==> src/rtl/alu_exec_unit.sv <==
// alu_exec_unit
//   Execute stage with a valid/ready slot. It decodes the ALU operation from
//   opcode/funct3/funct7 and registers the result. Base integer ops finish on
//   the accept edge. M-extension multiply/divide run an XLEN-step iterative
//   datapath, which stalls the input side while it works.
//
// Ports
//   clk         rising-edge clock
//   rstn        asynchronous active-low reset
//   in_valid    operation offered
//   in_ready    unit accepts the operation this cycle
//   opcode      instruction opcode [6:0]
//   alu_ctrl    2'b00 forces ADD, other values decode from opcode/funct
//   funct3      instruction funct3
//   funct7      instruction funct7
//   op_a, op_b  operands [XLEN-1:0]
//   out_valid   result register holds a valid result
//   out_ready   consumer takes the result this cycle
//   out_result  registered result
//   out_zero    registered (out_result == 0)
//   busy        iterative MUL/DIV in progress
module alu_exec_unit #(
  parameter int XLEN  = 32,
  parameter bit M_EXT = 1'b1
) (
  input  logic            clk,
  input  logic            rstn,
  input  logic            in_valid,
  output logic            in_ready,
  input  logic [6:0]      opcode,
  input  logic [1:0]      alu_ctrl,
  input  logic [2:0]      funct3,
  input  logic [6:0]      funct7,
  input  logic [XLEN-1:0] op_a,
  input  logic [XLEN-1:0] op_b,
  output logic            out_valid,
  input  logic            out_ready,
  output logic [XLEN-1:0] out_result,
  output logic            out_zero,
  output logic            busy
);

  localparam int SHW = $clog2(XLEN);
  localparam logic [6:0] OPC_R = 7'b0110011;
  localparam logic [6:0] OPC_I = 7'b0010011;
  localparam logic [6:0] OPC_B = 7'b1100011;
  localparam logic [XLEN-1:0] MIN_NEG = {1'b1, {(XLEN-1){1'b0}}};

  typedef enum logic [4:0] {
    OP_ADD, OP_SUB, OP_SLL, OP_SLT, OP_SLTU, OP_XOR, OP_SRL, OP_SRA, OP_OR, OP_AND,
    OP_MUL, OP_MULH, OP_MULHSU, OP_MULHU, OP_DIV, OP_DIVU, OP_REM, OP_REMU
  } op_e;

  typedef enum logic [1:0] {S_IDLE, S_MUL, S_DIV} state_e;

  // State
  state_e            r_state;
  logic [SHW-1:0]    r_cnt;
  logic [2*XLEN-1:0] r_acc;     // MUL: {partial product, multiplier}; DIV: {remainder, quotient}
  logic [XLEN-1:0]   r_opnd;    // multiplicand or divisor magnitude
  logic              r_neg_q;   // negate product / quotient
  logic              r_neg_r;   // negate remainder
  logic              r_sel_hi;  // upper half (MULH*) or remainder (REM*)
  logic              r_out_valid;
  logic [XLEN-1:0]   r_result;
  logic              r_zero;

  // Combinational
  op_e               w_op;
  logic [SHW-1:0]    w_shamt;
  logic [XLEN-1:0]   w_base_res;
  logic              w_is_mul, w_is_div;
  logic              w_a_neg, w_b_neg;
  logic [XLEN-1:0]   w_a_mag, w_b_mag;
  logic              w_div_zero, w_div_ovf, w_iter;
  logic [XLEN-1:0]   w_single_res;
  logic [XLEN:0]     w_mul_sum, w_div_shift, w_div_diff;
  logic [2*XLEN-1:0] w_step, w_prod;
  logic [XLEN-1:0]   w_quo, w_rem;
  logic [XLEN-1:0]   w_fsm_res;
  logic              w_accept, w_fsm_done, w_write;
  logic [XLEN-1:0]   w_wr_data;

  assign busy       = (r_state != S_IDLE);
  assign in_ready   = !busy && (!r_out_valid || out_ready);
  assign out_valid  = r_out_valid;
  assign out_result = r_result;
  assign out_zero   = r_zero;
  assign w_accept   = in_valid && in_ready;

  // Operation decode; every path resolves to a defined op.
  always_comb begin
    w_op = OP_ADD;
    if (alu_ctrl != 2'b00) begin
      case (opcode)
        OPC_R, OPC_I: begin
          if (opcode == OPC_R && M_EXT && funct7 == 7'b0000001) begin
            case (funct3)
              3'b000:  w_op = OP_MUL;
              3'b001:  w_op = OP_MULH;
              3'b010:  w_op = OP_MULHSU;
              3'b011:  w_op = OP_MULHU;
              3'b100:  w_op = OP_DIV;
              3'b101:  w_op = OP_DIVU;
              3'b110:  w_op = OP_REM;
              default: w_op = OP_REMU;
            endcase
          end else begin
            case (funct3)
              3'b000: begin
                // Immediate form has no SUB.
                if (opcode == OPC_R && funct7[5]) w_op = OP_SUB;
                else                              w_op = OP_ADD;
              end
              3'b001: w_op = OP_SLL;
              3'b010: w_op = OP_SLT;
              3'b011: w_op = OP_SLTU;
              3'b100: w_op = OP_XOR;
              3'b101: begin
                if (funct7[5]) w_op = OP_SRA;
                else           w_op = OP_SRL;
              end
              3'b110:  w_op = OP_OR;
              default: w_op = OP_AND;
            endcase
          end
        end
        OPC_B: begin
          case (funct3)
            3'b000, 3'b001: w_op = OP_SUB;
            3'b100, 3'b101: w_op = OP_SLT;
            3'b110, 3'b111: w_op = OP_SLTU;
            default:        w_op = OP_ADD;
          endcase
        end
        default: w_op = OP_ADD;
      endcase
    end
  end

  // Single-cycle base ALU
  assign w_shamt = op_b[SHW-1:0];

  always_comb begin
    w_base_res = op_a + op_b;
    case (w_op)
      OP_SUB:  w_base_res = op_a - op_b;
      OP_SLL:  w_base_res = op_a << w_shamt;
      OP_SLT:  w_base_res = {{(XLEN-1){1'b0}}, ($signed(op_a) < $signed(op_b))};
      OP_SLTU: w_base_res = {{(XLEN-1){1'b0}}, (op_a < op_b)};
      OP_XOR:  w_base_res = op_a ^ op_b;
      OP_SRL:  w_base_res = op_a >> w_shamt;
      OP_SRA:  w_base_res = $unsigned($signed(op_a) >>> w_shamt);
      OP_OR:   w_base_res = op_a | op_b;
      OP_AND:  w_base_res = op_a & op_b;
      default: ;
    endcase
  end

  // M-extension operand preparation: signedness per variant, then magnitudes.
  assign w_is_mul = (w_op inside {OP_MUL, OP_MULH, OP_MULHSU, OP_MULHU});
  assign w_is_div = (w_op inside {OP_DIV, OP_DIVU, OP_REM, OP_REMU});
  assign w_a_neg  = op_a[XLEN-1] && (w_op inside {OP_MUL, OP_MULH, OP_MULHSU, OP_DIV, OP_REM});
  assign w_b_neg  = op_b[XLEN-1] && (w_op inside {OP_MUL, OP_MULH, OP_DIV, OP_REM});
  assign w_a_mag  = w_a_neg ? -op_a : op_a;
  assign w_b_mag  = w_b_neg ? -op_b : op_b;

  // Divide-by-zero and signed overflow finish immediately without iterating.
  assign w_div_zero = (op_b == '0);
  assign w_div_ovf  = (w_op inside {OP_DIV, OP_REM}) && (op_a == MIN_NEG) && (op_b == '1);
  assign w_iter     = w_is_mul || (w_is_div && !w_div_zero && !w_div_ovf);

  always_comb begin
    w_single_res = w_base_res;
    if (w_is_div) begin
      if (w_div_zero) begin
        if (w_op inside {OP_DIV, OP_DIVU}) w_single_res = '1;
        else                               w_single_res = op_a;
      end else begin
        // Overflow case: quotient is op_a, remainder is zero.
        if (w_op == OP_DIV) w_single_res = op_a;
        else                w_single_res = '0;
      end
    end
  end

  // One iteration step of the shared accumulator.
  // MUL: add multiplicand into the upper half when the multiplier LSB is set, then shift right.
  // DIV: shift the next dividend bit into the remainder, subtract if it fits (restoring).
  assign w_mul_sum   = {1'b0, r_acc[2*XLEN-1:XLEN]} + (r_acc[0] ? {1'b0, r_opnd} : {(XLEN+1){1'b0}});
  assign w_div_shift = r_acc[2*XLEN-1:XLEN-1];
  assign w_div_diff  = w_div_shift - {1'b0, r_opnd};

  always_comb begin
    if (r_state == S_DIV) begin
      if (w_div_diff[XLEN]) w_step = {w_div_shift[XLEN-1:0], r_acc[XLEN-2:0], 1'b0};
      else                  w_step = {w_div_diff[XLEN-1:0], r_acc[XLEN-2:0], 1'b1};
    end else begin
      w_step = {w_mul_sum, r_acc[XLEN-1:1]};
    end
  end

  // Sign fix-up on the final step's value.
  assign w_prod = r_neg_q ? -w_step : w_step;
  assign w_quo  = w_step[XLEN-1:0];
  assign w_rem  = w_step[2*XLEN-1:XLEN];

  always_comb begin
    if (r_state == S_DIV) begin
      if (r_sel_hi) w_fsm_res = r_neg_r ? -w_rem : w_rem;
      else          w_fsm_res = r_neg_q ? -w_quo : w_quo;
    end else begin
      if (r_sel_hi) w_fsm_res = w_prod[2*XLEN-1:XLEN];
      else          w_fsm_res = w_prod[XLEN-1:0];
    end
  end

  assign w_fsm_done = (r_state != S_IDLE) && (r_cnt == '0);
  assign w_write    = (w_accept && !w_iter) || w_fsm_done;
  assign w_wr_data  = w_fsm_done ? w_fsm_res : w_single_res;

  always_ff @(posedge clk or negedge rstn) begin
    if (!rstn) begin
      r_state     <= S_IDLE;
      r_cnt       <= '0;
      r_acc       <= '0;
      r_opnd      <= '0;
      r_neg_q     <= 1'b0;
      r_neg_r     <= 1'b0;
      r_sel_hi    <= 1'b0;
      r_out_valid <= 1'b0;
      r_result    <= '0;
      r_zero      <= 1'b1;
    end else begin
      case (r_state)
        S_IDLE: begin
          if (w_accept && w_iter) begin
            r_cnt    <= SHW'(XLEN - 1);
            r_neg_q  <= w_a_neg ^ w_b_neg;
            r_neg_r  <= w_a_neg;
            r_sel_hi <= (w_op inside {OP_MULH, OP_MULHSU, OP_MULHU, OP_REM, OP_REMU});
            if (w_is_mul) begin
              r_state <= S_MUL;
              r_acc   <= {{XLEN{1'b0}}, w_b_mag};
              r_opnd  <= w_a_mag;
            end else begin
              r_state <= S_DIV;
              r_acc   <= {{XLEN{1'b0}}, w_a_mag};
              r_opnd  <= w_b_mag;
            end
          end
        end
        default: begin
          r_acc <= w_step;
          r_cnt <= r_cnt - SHW'(1);
          if (r_cnt == '0) r_state <= S_IDLE;
        end
      endcase

      if (w_write) begin
        r_out_valid <= 1'b1;
        r_result    <= w_wr_data;
        r_zero      <= (w_wr_data == '0);
      end else if (out_ready) begin
        r_out_valid <= 1'b0;
      end
    end
  end

endmodule

==> config.mk <==
export PLATFORM = sky130hd
export DESIGN_NAME = alu_exec_unit
export DESIGN_NICKNAME = d
export VERILOG_FILES = /design/src/rtl/alu_exec_unit.sv
export SDC_FILE = /design/constraint.sdc
export NUM_CORES = 1
export LEC_CHECK = 0
export CORE_MARGIN = 4
export CORE_UTILIZATION = 54
export CTS_CLUSTER_SIZE = 40
export DETAILED_ROUTE_END_ITERATION = 8
export PLACE_DENSITY = 0.73
export SYNTH_ARGS = -nofsm -noshare
export SYNTH_HDL_FRONTEND = slang
export SYNTH_SLANG_ARGS = --single-unit
==> constraint.sdc <==
create_clock -name clk -period 7.5 [get_ports clk]
set_input_delay 2.25 -clock clk [delete_from_list [all_inputs] [get_ports clk]]
set_output_delay 2.25 -clock clk [all_outputs]
set_load 0.1 [all_outputs]
# --- Word-level counts from Yosys, hierarchy flattened ---
# Index checks and enable logic that the tools add are counted.
totals:
  ff_bits: 140
  input_bits: 87
  out_inout_bits: 36
  word_cells: 141
classes:
  n_addsub: 10
  order_cmp: 2
  n_eq_ne: 32
  shifts: 3
  n_mux: 37
  n_bitwise: 4
  reduce_logical: 43
op_table:
  columns: ["cell", "n"]
  rows:
  - ["two-way mux 32 bit", 15]
  - ["two-way mux 64 bit", 5]
  - ["one-hot mux 32 bit (9 select lines)", 1]
  - ["negation 32 bit", 4]
  - ["one-hot mux 5 bit (7 select lines)", 2]
  - ["equality test 32 bit (second input constant)", 2]
  - ["logical NOT 32 bit", 2]
  - ["less-than comparator 32 bit", 2]
  - ["negation 64 bit", 1]
  - ["equality test 5 x 4 -> 1 bit (second input constant)", 8]
  - ["adder 32 x 32 -> 33 bit", 1]
  - ["subtractor 33 x 32 -> 33 bit", 1]
  - ["adder 32 bit", 1]
  - ["bitwise AND 32 bit", 1]
  - ["bitwise OR 32 bit", 1]
  - ["left shift 32 x 5 -> 32 bit", 1]
  - [">> shifter 32 x 5 -> 32 bit", 1]
  - [">>> shifter 32 x 5 -> 32 bit", 1]
  - ["subtractor 32 bit", 1]
  - ["XOR 32 bit", 1]
  - ["equality test 5 x 3 -> 1 bit (second input constant)", 4]
  - ["two-way mux 5 bit", 4]
  - ["logical AND 1 bit", 13]
  - ["equality test 3 bit (second input constant)", 4]
  - ["27 further kinds", 54]

# --- Longest topological paths before layout ---
depth:
  ltp_word: 18
  depth_mapped: 26
  depth_no_buf: 26

# --- Worst setup path after synthesis ---
# No wires, ideal clock.
synth_path:
  kind: "input to register"
  start: "input port op_b[3]"
  end: "register r_zero (netlist: out_zero)"
  setup_time_ns: 0.064
  arrival_time_ns: 7.874
  t_required_ns: 7.436
  path_slack_ns: -0.438
  stages: 22
  path_buffers: 6
  path_cell_list: "clkbuf_1 inv_1 clkbuf_1 clkbuf_1 clkbuf_1 clkbuf_1 ha_1 clkbuf_1 or4_1 a31oi_1 a211oi_1 o21a_1 o31ai_1 a31o_2 a221oi_1 o31ai_1 o21ai_0 and3_1 or4b_2 nor4b_1 nor4b_2 a32o_1"
synth_between:
  elab_chain_cells: 8
  elab_cells_between_ends: 26
  classes_between: "add/sub (2); order compare (2); eq/ne (1); shift (3); mux (4); bitwise (3); reduce/logical (11)"
synth_lines:
  columns: ["element", "line_no", "rtl"]
  rows:
  - ["start, declared", "35", "input logic [XLEN-1:0] op_b,"]
  - ["parallel branches: the longest is 8 deep, another holds adder 32 bit", null, null]
  - ["end signal, assigned", "263", "r_zero <= (w_wr_data == '0);"]
  - ["end, declared", "66", "logic r_zero;"]
# Parallel ways; which one is timed is not known.
# A chain may end at the register's enable or synchronous reset.

# --- Final worst setup path ---
layout_path:
  start: "register r_acc[31]"
  end: "register r_zero (netlist: out_zero)"
layout_between:
  elab_chain_cells: 9
  elab_cells_between_ends: 14
  classes_between: "add/sub (4); mux (9); reduce/logical (1)"
layout_lines:
  columns: ["element", "line_no", "rtl"]
  rows:
  - ["start, declared", "59", "logic [2*XLEN-1:0] r_acc;"]
  - ["start signal, assigned", "244", "r_acc <= {{XLEN{1'b0}}, w_b_mag};"]
  - ["start signal, assigned", "248", "r_acc <= {{XLEN{1'b0}}, w_a_mag};"]
  - ["start signal, assigned", "254", "r_acc <= w_step;"]
  - ["subtractor 33 x 32 -> 33 bit", "192", "assign w_div_diff = w_div_shift - {1'b0, r_opnd};"]
  - ["two-way mux 64 bit", "196", "if (w_div_diff[XLEN]) w_step = {w_div_shift[XLEN-1:0], r_acc[XLEN-2:0], 1'b0};"]
  - ["two-way mux 64 bit (*)", "195", "if (r_state == S_DIV) begin"]
  - ["negation 64 bit, or another cell as far along", "204", "assign w_prod = r_neg_q ? -w_step : w_step;"]
  - ["two-way mux 64 bit, or another cell as far along", "204", null]
  - ["two-way mux 32 bit, on equally long branches", "213, 210", null]
  - ["two-way mux 32 bit (*)", "209", "if (r_state == S_DIV) begin"]
  - ["two-way mux 32 bit (*)", "220", "assign w_wr_data = w_fsm_done ? w_fsm_res : w_single_res;"]
  - ["logical NOT 32 bit (*)", "263", null]
# Every way passes the cells marked *; elsewhere a longest branch is shown, timed or not.

==> impl_metrics.toml <==
[die]
die_h_um = 223
rows = 78
io_pins = 123
die_area_um2 = 49600
core-area_um2 = 45500
start_util_pct = 54.7
fp.dieW_um = 223

[critical_path]
cp-startpoint = "r_acc[31]"
end_kind = "flip-flop"
ff2ff_setup_slack_ns = 0.14
cp_slowest_cell = "or4_1"
criticalPathCategory = "reg2reg"
crit_path_frequent_cell = "nand2_1"
r2r_start = "r_acc[31]"
setup.worst_path.start_class = "flip-flop"
critPathMaxFanout = 6
cp_slowest_stage_delay_ns = 0.60
crit_required_ns = 7.89
worstPathArrival_ns = 7.76

[flow_run]
timing.max_cap.violations = 0

[sta]
finalCritPeriodShare_pct = 98.1
setup_ws_ns = 0.139
hold_viol = 0
finalCriticalPeriod_ns = 7.36
maxSlewHeadroom_pct = 17.3
tightest_slew_ns = 1.23
fmax_mhz = 136
clock_skew_ns = 0.0101
whs_ns = 0.481
finalSetupViolations = 0
final_max_slew_viol_count = 0

[synthesis]
ys_types = 105
async_reset_ff_share_pct = 100
synth_fa_ha_area_share_pct = 8.76
synth-main-ff-cell = "dfrtp_1"
postSynthCellCount = 3565
synth_edf_count = 0
synth_top_family_by_area = "compound AO/OA/AOI/OAI gates"
synth_seq_cells = 140
synth_area_per_cell_um2 = 6.98
syn_area_um2 = 24900
ys_warn_count = 0
muxShareOfSynthArea_pct = 8.24
yosysSeqAreaShare_pct = 14.1
yosys.area_share.simple_pct = 23.4
synth_fp_nets = 3824
synth_compound_area_share_pct = 33.3
synth_xor_area_share_pct = 5.98

[worst_hold_path]
min_path_type = "reg2reg"
hold_start = "out_result[15]"

[grt]
met1_usage_pct = 56.9
antenna_found_initial = 4
grt_usage_pct = 48.5
grt_max_degree = 111
met2_usage_pct = 77.1
overflow = 0
met3_usage_pct = 10.6
grt_pass1_wl_um = 187000
grt_pass1_vias = 30494
grt.busiest_layer = "met2"

[clocking]
clock_sinks = 140
clockBufferDepth = 2
htreeDepth = 4
cts_tree = "built"
cts.reportedPaths.clkPinSlew_ns = 0.06
cts-buffers-inserted = 17
insertion_delay_ns = 0.45
root_buffer = "clkbuf_16"

[layout]
final_cell_count_no_fill = 4431
syn2layout_area_growth_pct = 18.2
drive_above_1_share_pct = 14.5
fill_cells = 4023
regArea_um2 = 3500
finalInstanceArea_um2 = 29400
n_antenna_cell = 0
layout_commonest_cell = "a21oi_1"
multi_input_area_um2 = 19900
final_cell_mix = "a21oi_1 (395), nor2_1 (391), buf_4 (364)"
num-nets-final = 4077

[pwr]
power_density_nw_per_um2 = 115
ir_worst_vdd_v = 0.000211
power_w = 0.00339
power.leakage_nw = 12.4

[placed_design]
dp_hpwl_um = 99300
post_dp_cell_area_um2 = 28800
io_buffers = 122
pre_cts_ws_ns = -0.386
dp.cells = 4398
finalWeightedCongestion = 1.17

[routing]
wl_um = 127000
routedWlPerCell_um = 28.6
drc = 5
viasPerCell = 7.27
vias = 32216
drt_iter0_drc = 5273
ant_nets = 0
detail_route.first_pass.iterations = 9

[status]
violations = "DRC"
status = "finished with violations"
## final timing paths
path,endpoint,cells after the start
setup / recovery,out_zero,28
hold / removal,out_result[15],2
setup reg to reg,out_zero,28
hold reg to reg,out_result[15],2
max in group asynchronous,r_acc[24],2
min in group asynchronous,r_opnd[28],1
## kinds of logic (layout without fill, tap and decap cells)
logic type / count (synthesis) / in the layout
buffers and inverters: 410 / 676
flip-flops: 140 / 140
multiplexers: 165 / 165
AND/OR/NAND/NOR: 1221 / 1221
adder cells (fa/ha/maj): 172 / 172
XOR/XNOR: 170 / 170
AO/OA/AOI/OAI: 1287 / 1287
## cell usage after synthesis, types with 15 or more instances
library cell	n	area [um^2]
or3_1	19	119
a31oi_1	44	275
a21oi_1	396	1980
xor2_1	47	412
xnor2_1	123	1080
nand2_1	341	1280
mux2_2	35	394
o41ai_1	15	131
a22oi_1	15	113
a21o_1	50	375
o221ai_1	22	193
nand2b_1	18	113
nor3_1	81	405
and2_1	57	357
nor2_1	394	1480
nand3_1	93	465
o21a_1	16	120
or2_2	15	93.8
and3_1	24	150
clkbuf_1	193	724
nand4_1	50	313
buf_1	41	154
buf_2	20	100
a211oi_1	96	721
dfrtp_1	139	3480
mux4_2	28	631
inv_1	150	563
o21bai_1	30	225
o21ai_0	272	1360
o211ai_1	49	368
a221oi_1	22	193
o22ai_1	23	144
nor4_1	34	213
o31ai_1	51	383
mux2i_1	101	1010
ha_1	168	2100
## power by group
group | switching, W | leakage, nW | internal (W)
registers | 0.0000317 | 1.70 | 0.000803
clock network | 0.000370 | 0.291 | 0.000506
logic | 0.00113 | 10.4 | 0.000553
## registers in the layout, summed over array words and instances (netlist names), 2 cells and up
register,flops
r_cnt,5
out_result,32
r_state,2
r_acc,64
r_opnd,32
## worst max-delay path: cells and delay by family (launching register included)
family	cells	cell delay, ns
and+or+nand+nor	12	3.22
AOI/OAI and AO/OA	6	1.54
buffers and inverters	5	0.84
adders and majority gates	3	0.72
DFF	1	0.41
muxes	1	0.28
xor gates and xnor gates	1	0.28
## metrics by stage
| step | utilization (%) | setup TNS [ns] |
|---|---|---|
| 2_1_floorplan | - | 0 |
| 5_1_grt | 64.7 | -0.00248 |
| 3_5_place_dp | 63.2 | -0.397 |
| 3_3_place_gp | 63.2 | -0.370 |
| 6_report | 64.7 | 0 |
| 4_1_cts | 64.5 | 0 |
## per-layer routing
layer | up-vias | share of wire, %
li1 | 13717 | -
met1 | 14934 | 34
met2 | 2707 | 44
met3 | 856 | 12
met4 | 2 | 10
met5 | - | 0.013
## timing repair
| item | CTS | global route |
|---|---|---|
| hold buffers | 0 | 0 |
| endpoints found under the hold margin | 0 | 0 |
| gates resized for setup | 0 | 16 |
| buffers inserted | 0 | 1 |
| endpoints found under the setup margin | 0 | 1 |
## cell type report
type / instances / area share [%]
flip-flops and latches: 140 / 11.9
repair buffers: 491 / 13.8
inverters: 153 / 1.96
well taps: 600 / 2.55
multi-input cells: 3015 / 67.8
clock inverters: 13 / 0.523
clock buffers: 19 / 1.51
Note: power is estimated with default switching activity, not from simulation.
